File: config.mk
export PLATFORM = sky130hd
export DESIGN_NAME = dmem_bridge_flat
export DESIGN_NICKNAME = d
export VERILOG_FILES = /design/src/rtl/dmem_bridge_if.sv /design/src/rtl/dmem_bridge.sv /design/src/flat_wrapper.sv
export SDC_FILE = /design/constraint.sdc
export NUM_CORES = 1
export LEC_CHECK = 0
export BUFFER_PORTS_ARGS = -buffer_cell sky130_fd_sc_hd__clkbuf_2
export CAP_MARGIN = 20
export CORE_ASPECT_RATIO = 0.9
export CORE_MARGIN = 2
export CORE_UTILIZATION = 30
export CTS_CLUSTER_SIZE = 25
export DETAILED_ROUTE_END_ITERATION = 12
export GPL_TIMING_DRIVEN = 0
export PLACE_DENSITY = 0.53
export SLEW_MARGIN = 20
export SYNTH_ARGS = -nofsm -noshare
export SYNTH_HDL_FRONTEND = slang
export SYNTH_SLANG_ARGS = --single-unit
File: constraint.sdc
create_clock -name clk -period 4.9 [get_ports clk]
set_input_delay 0.49 -clock clk [delete_from_list [all_inputs] [get_ports clk]]
set_output_delay 0.49 -clock clk [all_outputs]
set_load 0.005 [all_outputs]
File: src/rtl/dmem_bridge_if.sv
`default_nettype none
// ============================================================================
// dmem_core_if / dmem_mem_if : core-side request/response and memory-side
// handshake bundles for dmem_bridge.  Revision: 1.0
// ============================================================================

interface dmem_core_if;
  logic        req_valid;
  logic        req_we;
  logic [2:0]  req_funct3;
  logic [31:0] req_addr;
  logic [31:0] req_wdata;
  logic        stall;
  logic        rsp_valid;
  logic [31:0] rsp_rdata;
  logic        acc_err;

  modport master (
    output req_valid, req_we, req_funct3, req_addr, req_wdata,
    input  stall, rsp_valid, rsp_rdata, acc_err
  );
  modport slave (
    input  req_valid, req_we, req_funct3, req_addr, req_wdata,
    output stall, rsp_valid, rsp_rdata, acc_err
  );
endinterface

interface dmem_mem_if;
  logic        mem_valid;
  logic        mem_ready;
  logic        mem_we;
  logic [31:0] mem_addr;
  logic [31:0] mem_wdata;
  logic [3:0]  mem_mask;
  logic [31:0] mem_rdata;

  modport master (
    output mem_valid, mem_we, mem_addr, mem_wdata, mem_mask,
    input  mem_ready, mem_rdata
  );
  modport slave (
    input  mem_valid, mem_we, mem_addr, mem_wdata, mem_mask,
    output mem_ready, mem_rdata
  );
endinterface

`default_nettype wire

File: src/rtl/dmem_bridge.sv
`default_nettype none
// ============================================================================
// dmem_bridge : RV32I load/store to word-wide memory bridge (1-2 beats).
// Define DMEM_MISALIGN_EN to support misaligned H/W.  Revision: 1.0
// ============================================================================

module dmem_bridge (
  input  logic       clk,
  input  logic       reset,
  dmem_core_if.slave core,
  dmem_mem_if.master mem
);

  typedef enum logic [1:0] {
    IDLE  = 2'd0,
    BEAT0 = 2'd1,
    BEAT1 = 2'd2,
    RESP  = 2'd3
  } state_t;

  state_t      state, state_nxt;
  logic        op_we;
  logic [2:0]  op_funct3;
  logic [31:0] op_addr;
  logic [31:0] op_wdata;
  logic        op_err;
  logic [31:0] rd_lo;
  logic [31:0] rd_hi;

  logic        funct3_bad;
  logic        misalign;
  logic        req_err;
  logic [1:0]  offset;
  logic [7:0]  mask8;
  logic [63:0] wdata64;
  logic        spans;
  logic [31:0] load_raw;
  logic [31:0] load_ext;

  function automatic logic [3:0] size_mask(input logic [1:0] sz);
    case (sz)
      2'b00:   size_mask = 4'b0001;
      2'b01:   size_mask = 4'b0011;
      default: size_mask = 4'b1111;
    endcase
  endfunction

  assign funct3_bad = (core.req_funct3 == 3'b011) || (core.req_funct3[2:1] == 2'b11);

`ifdef DMEM_MISALIGN_EN
  assign misalign = 1'b0;
  assign spans    = |mask8[7:4];
`else
  assign misalign = ((core.req_funct3[1:0] == 2'b01) && core.req_addr[0]) ||
                    ((core.req_funct3[1:0] == 2'b10) && (core.req_addr[1:0] != 2'b00));
  assign spans    = 1'b0;
`endif

  assign req_err = funct3_bad | misalign;
  assign offset  = op_addr[1:0];
  assign mask8   = {4'b0000, size_mask(op_funct3[1:0])} << offset;
  assign wdata64 = {32'h0, op_wdata} << {offset, 3'b000};

  // Both beats are concatenated so a spanning access can be realigned by one shift.
  assign load_raw = 32'({rd_hi, rd_lo} >> {offset, 3'b000});

  always_comb begin
    case (op_funct3)
      3'b000:  load_ext = {{24{load_raw[7]}}, load_raw[7:0]};
      3'b001:  load_ext = {{16{load_raw[15]}}, load_raw[15:0]};
      3'b100:  load_ext = {24'h0, load_raw[7:0]};
      3'b101:  load_ext = {16'h0, load_raw[15:0]};
      default: load_ext = load_raw;
    endcase
  end

  always_ff @(posedge clk or posedge reset) begin
    if (reset) begin
      state <= IDLE;
    end else begin
      state <= state_nxt;
    end
  end

  always_comb begin
    state_nxt      = state;
    core.stall     = 1'b0;
    core.rsp_valid = 1'b0;
    core.rsp_rdata = 32'h0;
    core.acc_err   = 1'b0;
    mem.mem_valid  = 1'b0;
    mem.mem_we     = 1'b0;
    mem.mem_addr   = 32'h0;
    mem.mem_wdata  = 32'h0;
    mem.mem_mask   = 4'h0;
    case (state)
      IDLE: begin
        core.stall = core.req_valid & ~reset;
        if (core.req_valid) begin
          state_nxt = req_err ? RESP : BEAT0;
        end
      end
      BEAT0: begin
        core.stall    = 1'b1;
        mem.mem_valid = 1'b1;
        mem.mem_we    = op_we;
        mem.mem_addr  = {op_addr[31:2], 2'b00};
        mem.mem_wdata = wdata64[31:0];
        mem.mem_mask  = mask8[3:0];
        if (mem.mem_ready) begin
          state_nxt = spans ? BEAT1 : RESP;
        end
      end
      BEAT1: begin
        core.stall    = 1'b1;
        mem.mem_valid = 1'b1;
        mem.mem_we    = op_we;
        mem.mem_addr  = {op_addr[31:2], 2'b00} + 32'd4;
        mem.mem_wdata = wdata64[63:32];
        mem.mem_mask  = mask8[7:4];
        if (mem.mem_ready) begin
          state_nxt = RESP;
        end
      end
      RESP: begin
        core.rsp_valid = 1'b1;
        core.rsp_rdata = (op_we || op_err) ? 32'h0 : load_ext;
        core.acc_err   = op_err;
        state_nxt      = IDLE;
      end
      default: state_nxt = IDLE;
    endcase
  end

  always_ff @(posedge clk or posedge reset) begin
    if (reset) begin
      op_we     <= 1'b0;
      op_funct3 <= 3'b000;
      op_addr   <= 32'h0;
      op_wdata  <= 32'h0;
      op_err    <= 1'b0;
      rd_lo     <= 32'h0;
      rd_hi     <= 32'h0;
    end else begin
      if ((state == IDLE) && core.req_valid) begin
        op_we     <= core.req_we;
        op_funct3 <= core.req_funct3;
        op_addr   <= core.req_addr;
        op_wdata  <= core.req_wdata;
        op_err    <= req_err;
        rd_lo     <= 32'h0;
        rd_hi     <= 32'h0;
      end
      if ((state == BEAT0) && mem.mem_ready) begin
        rd_lo <= mem.mem_rdata;
      end
      if ((state == BEAT1) && mem.mem_ready) begin
        rd_hi <= mem.mem_rdata;
      end
    end
  end

endmodule

`default_nettype wire

File: src/flat_wrapper.sv
// flat-port wrapper written by rule: the top's interface ports become plain ports
module dmem_bridge_flat 
  (clk, reset, core_req_valid, core_req_we, core_req_funct3, core_req_addr, core_req_wdata, core_stall, core_rsp_valid, core_rsp_rdata, core_acc_err, mem_mem_valid, mem_mem_we, mem_mem_addr, mem_mem_wdata, mem_mem_mask, mem_mem_ready, mem_mem_rdata);
  dmem_core_if core_i ();
  dmem_mem_if mem_i ();
  input  logic clk;
  input  logic reset;
  input wire logic [$bits(core_i.req_valid)-1:0] core_req_valid;
  input wire logic [$bits(core_i.req_we)-1:0] core_req_we;
  input wire logic [$bits(core_i.req_funct3)-1:0] core_req_funct3;
  input wire logic [$bits(core_i.req_addr)-1:0] core_req_addr;
  input wire logic [$bits(core_i.req_wdata)-1:0] core_req_wdata;
  output wire logic [$bits(core_i.stall)-1:0] core_stall;
  output wire logic [$bits(core_i.rsp_valid)-1:0] core_rsp_valid;
  output wire logic [$bits(core_i.rsp_rdata)-1:0] core_rsp_rdata;
  output wire logic [$bits(core_i.acc_err)-1:0] core_acc_err;
  output wire logic [$bits(mem_i.mem_valid)-1:0] mem_mem_valid;
  output wire logic [$bits(mem_i.mem_we)-1:0] mem_mem_we;
  output wire logic [$bits(mem_i.mem_addr)-1:0] mem_mem_addr;
  output wire logic [$bits(mem_i.mem_wdata)-1:0] mem_mem_wdata;
  output wire logic [$bits(mem_i.mem_mask)-1:0] mem_mem_mask;
  input wire logic [$bits(mem_i.mem_ready)-1:0] mem_mem_ready;
  input wire logic [$bits(mem_i.mem_rdata)-1:0] mem_mem_rdata;
  assign core_i.req_valid = core_req_valid;
  assign core_i.req_we = core_req_we;
  assign core_i.req_funct3 = core_req_funct3;
  assign core_i.req_addr = core_req_addr;
  assign core_i.req_wdata = core_req_wdata;
  assign core_stall = core_i.stall;
  assign core_rsp_valid = core_i.rsp_valid;
  assign core_rsp_rdata = core_i.rsp_rdata;
  assign core_acc_err = core_i.acc_err;
  assign mem_mem_valid = mem_i.mem_valid;
  assign mem_mem_we = mem_i.mem_we;
  assign mem_mem_addr = mem_i.mem_addr;
  assign mem_mem_wdata = mem_i.mem_wdata;
  assign mem_mem_mask = mem_i.mem_mask;
  assign mem_i.mem_ready = mem_mem_ready;
  assign mem_i.mem_rdata = mem_mem_rdata;
  dmem_bridge u_core (.clk(clk), .reset(reset), .core(core_i), .mem(mem_i));
endmodule
After elaboration in Yosys (flattened, before gate mapping)
Cells that the tools add are included.
- $add $sub $neg: 1
- eq/ne operators: 13
- shift operators: 3
- multiplexer cells: 19
- bitwise logic cells: 3
- reductions and logical operators: 16
- operator list (kind ; count):
    2-to-1 mux 32 bit ; 5
    case mux 32 bit (2 select lines) ; 2
    case mux 32 bit (4 select lines) ; 1
    << shifter 32 x 5 -> 64 bit ; 1
    >> shifter 64 x 5 -> 32 bit ; 1
    adder 32 x 3 -> 32 bit (second input constant) ; 1
    case mux 4 bit (2 select lines) ; 2
    equality test 2 bit (second input constant) ; 4
    << shifter 4 x 2 -> 8 bit ; 1
    equality test 2 x 1 -> 1 bit (second input constant) ; 3
    equality test 3 bit (second input constant) ; 2
    2-to-1 mux 2 bit ; 3
    case mux 2 bit (3 select lines) ; 1
    nonzero test 2 bit ; 3
    logical AND 1 bit ; 5
    logical NOT 2 bit ; 2
    2-to-1 mux 1 bit ; 4
    equality test 3 x 1 -> 1 bit (second input constant) ; 1
    equality test 3 x 2 -> 1 bit (second input constant) ; 1
    logical NOT 3 bit ; 1
    logical OR 1 bit ; 3
    inequality test 2 x 1 -> 1 bit (second input constant) ; 1
    inequality test 2 bit (second input constant) ; 1
    case mux 1 bit (2 select lines) ; 1
    5 further kinds ; 5
- bits in registers: 135
- bits of input ports: 104
- output and inout bits: 105
- word-level logic and storage cells: 63

Longest topological paths before layout
- depth after elaboration: 7
- depth in mapped cells: 7
- gate-level depth less buffers: 6

Worst setup path after synthesis
No wires, ideal clock.
- kind: input-to-output
- from: in reset
- to: out core_stall
- data arrival time: 3589 ps
- required time: 4410 ps
- path slack: 821 ps
- stages: 3
- path buffers: 0
- cells stage by stage: inv_1 a31oi_1 nor2_1
- longest elaborated chain between the ends: 3
- RTL lines (element ; line ; RTL):
    from (decl) ; flat_wrapper.sv:7 ; input logic reset;
    inverter 1 bit ; dmem_bridge.sv:98 ; core.stall = core.req_valid & ~reset;
    AND 1 bit ; dmem_bridge.sv:98 ;
    case mux 1 bit (2 select lines) ; dmem_bridge.sv:96 ; case (state)
    to (decl) ; flat_wrapper.sv:13 ; output wire logic [$bits(core_i.stall)-1:0] core_stall;
No other way between the ends.

Worst setup path after layout
- from: reg u_core.state[0]
- to: out mem_mem_wdata[27]
- longest elaborated chain between the ends: 2
- elaborated cells on any way between the ends: 3
- those cells by class: eq/ne (2); mux (1)
- RTL lines (element ; line ; RTL):
    from (decl) ; dmem_bridge.sv:21 ; state_t state, state_nxt;
    from (signal assigned) ; dmem_bridge.sv:81 ; state <= state_nxt;
    equality test 2 bit or equality test 2 x 1 -> 1 bit (tied branches) ; dmem_bridge.sv:96 ;
    case mux 32 bit (2 select lines) (*) ; dmem_bridge.sv:96 ;
    to (decl) ; flat_wrapper.sv:20 ; output wire logic [$bits(mem_i.mem_wdata)-1:0] mem_mem_wdata;
Every way passes the cells marked *; elsewhere a longest branch is shown, timed or not.

==> metrics.txt <==
status=finished, final reports clean; # fillers=2599; gpl congestion=~0.9; Slew @ Worst Pin=about 0.86 ns; Tmin final=3.60 ns; Die W=175 µm; grt ovf=0; Buffers on Ports=206; final hold violation count=0; Clock Tree Buf Depth=2; post-CTS setup repair buffer count=0; clk root buf=clkbuf_16; hold buffers post-CTS=0; num ports=209; antenna violations before repair=0; Die ar.=approximately 28000 µm²; peak supply drop=between 0.3 and 0.4 mV; synthesized instance count=approximately 800; clock-pin slew on the worst setup and hold paths=0.06 ns; Synth area leaders=dfrtp_1, mux2_2, a22o_1; CP Class=reg2out; number of global-route vias before repair=roughly 7300; max_cap viols=0; DRT Pass-1 Iters=5; mux share of post-synthesis cell area=0.196; fmax=278 MHz; Primary FF master, synth=dfrtp_1; power density over cell area=714 nW/µm²; Post-Synth XOR/XNOR Area=0.00221; Final setup viols=0; skew final=roughly 0.0086 ns; # H-tree levels=4; Clock Latency Late Sink=0.43 ns; reg-to-reg endpoint=u_core.rd_hi[7]; DR vias=7478; FF-to-FF setup slack=between 2 and 3 ns; TritonCTS clock tree=built; Core Box Area=26000 µm²; Worst EP required=~4.4 ns; Final Net Count=around 1100; crit path max-delay cell type=dfrtp_1; Layout area overhead=26.9%; final worst-path cycle share=0.734; Mapped Area=7910 µm²; ant diodes=0; Max Slew Vio Count=0; post-synthesis compound-gate area fraction=0.215; P_leak=roughly 4.6 nW; Initial Util=0.304; GR Util All Layers=0.209; CP Cell Sequence=inv_1, ha_1, clkbuf_1, nand2_1, clkbuf_1, a211oi_1, clkbuf_2; largest net degree at the start of global routing=66; CP peak stage delay=0.43 ns; worst endpoint data arrival time=3.11 ns; # resized after CTS=0; reg2reg start=u_core.state[0]; Yosys top cell by area=dfrtp_1; pre-CTS WS=roughly 1.8 ns; first-pass GRT wire length=43.8 mm; Worst Hold Class=in2async; Avg Vias per Cell=5.40; Clock Sinks=127; worst reg-to-reg path cell count=7; DRT iter0 DRCs=~660; DRC viols=0; crit path launch type=flip-flop; Max FO, Critical Path=10; CP Capture Type=output pin; Final Core Density=0.386; share of layout cells above drive strength 1=0.362; Ys Warns=0; sequential cell area fraction in the yosys report=0.402; largest family of logic cells by synthesized area=compound AO/OA/AOI/OAI gates; Synth cell types=60; Seq cells post-synth=127; Die Span Y=158 µm; Post-synth EDFFs=0; most frequent CP cell=clkbuf_1; worst setup margin=roughly 1.3 ns; adder-cell area share of the yosys netlist=0.00949; top cells by count, synth=dfrtp_1, mux2_2, nand2_1, a22o_1, mux2i_1; std cell rows=56; top cell type's share of synthesized area=0.402; Post-synth ARST share=1.00; RSZ-0062 raised after global routing=false; detailed placement HPWL=around 22 mm; count leader, synth=dfrtp_1; syn avg cell area=9.92 µm²; simple-gate share of the synthesized area=0.131; Final ANT Viol Nets=0; worst rel slew slack=0.426; Avg WL per Cell=21.0 µm; final wirelength=~29 mm; CTS buffer count=17
-- worst max-delay path, delay by kind of cell, from the launching register on --
kind / cells / cell delay, ns
AO/OA/AOI/OAI: 1 / 0.43
AND/OR/NAND/NOR: 1 / 0.38
adder cells (fa/ha/maj): 1 / 0.37
buffers and inverters: 4 / 1.07
flip-flops: 1 / 0.43
-- stage by stage --
stage	hold WS [ns]	area (µm²)	cells	setup TNS (ns)	power, W
finish	0.0921	10000	1385	0	0.00716
global route	0.127	10000	1385	0	0.00764
CTS	0.112	10000	1385	0	0.00714
detailed placement	0.482	9420	1353	0	0.00577
global placement	0.482	9380	1352	-98.47	0.00571
floorplan	0.461	7910	798	0	0.00438
-- cells by family after synthesis --
kind of cell,count (synthesis)
XOR/XNOR,2
buffers and inverters,77
AO/OA/AOI/OAI,239
adder cells (fa/ha/maj),6
other,1
AND/OR/NAND/NOR,206
multiplexers,139
flip-flops,127
-- worst max path at each step --
stage	from	end	slack, ns	cells past startpoint
floorplan	reset	core_stall	0.82	3
global placement	reset	core_stall	-1.05	5
detailed placement	u_core.state[0]	mem_mem_wdata[27]	1.78	7
CTS	u_core.state[0]	mem_mem_wdata[27]	1.31	7
global route	u_core.state[0]	mem_mem_wdata[27]	1.15	7
finish	u_core.state[0]	mem_mem_wdata[27]	1.30	7
-- per-layer routing --
metal | vias up | track usage | wire [µm]
met5 | - | 0 | 0
met4 | 0 | 0.0754 | 772
met3 | 46 | 0.0485 | 2120
met2 | 340 | 0.309 | 12800
met1 | 3622 | 0.298 | 13400
li1 | 3470 | - | -
-- placed cells by master (no fill, tap or decap), types with 34 or more instances in the layout --
| cell | Yosys | routed |
|---|---|---|
| a21oi_1 | 35 | 35 |
| a22o_1 | 60 | 60 |
| clkbuf_1 | 34 | 34 |
| clkbuf_2 | 0 | 206 |
| dfrtp_1 | 127 | 127 |
| mux2_2 | 84 | 84 |
| mux2i_1 | 51 | 51 |
| nand2_1 | 62 | 62 |
| nor2_1 | 46 | 46 |
| o21ai_0 | 38 | 38 |
-- layout make-up --
class	instances	area, µm²	area share
sequential	127	3180	0.317
timing repair buffer	207	1060	0.105
buffer	67	313	0.0312
clock inverter	14	180	0.0180
inverter	10	45.0	0.00449
tap	348	435	0.0434
clock buffer	18	439	0.0438
multi-input combinational	594	4390	0.437
-- state kept, by name, indices dropped and copies added, names as in the netlist --
register,count
u_core.op_addr,32
u_core.op_wdata,32
u_core.rd_lo,32
u_core.rd_hi,24
u_core.op_funct3,3
u_core.state,2
u_core.op_err,1
u_core.op_we,1
-- power by group --
group / internal, W / switching, W
Clock: 0.000823 / 0.000543
Combinational: 0.00159 / 0.00206
Sequential: 0.00154 / 0.000596
No activity file was read; power rests on OpenSTA's default activity.
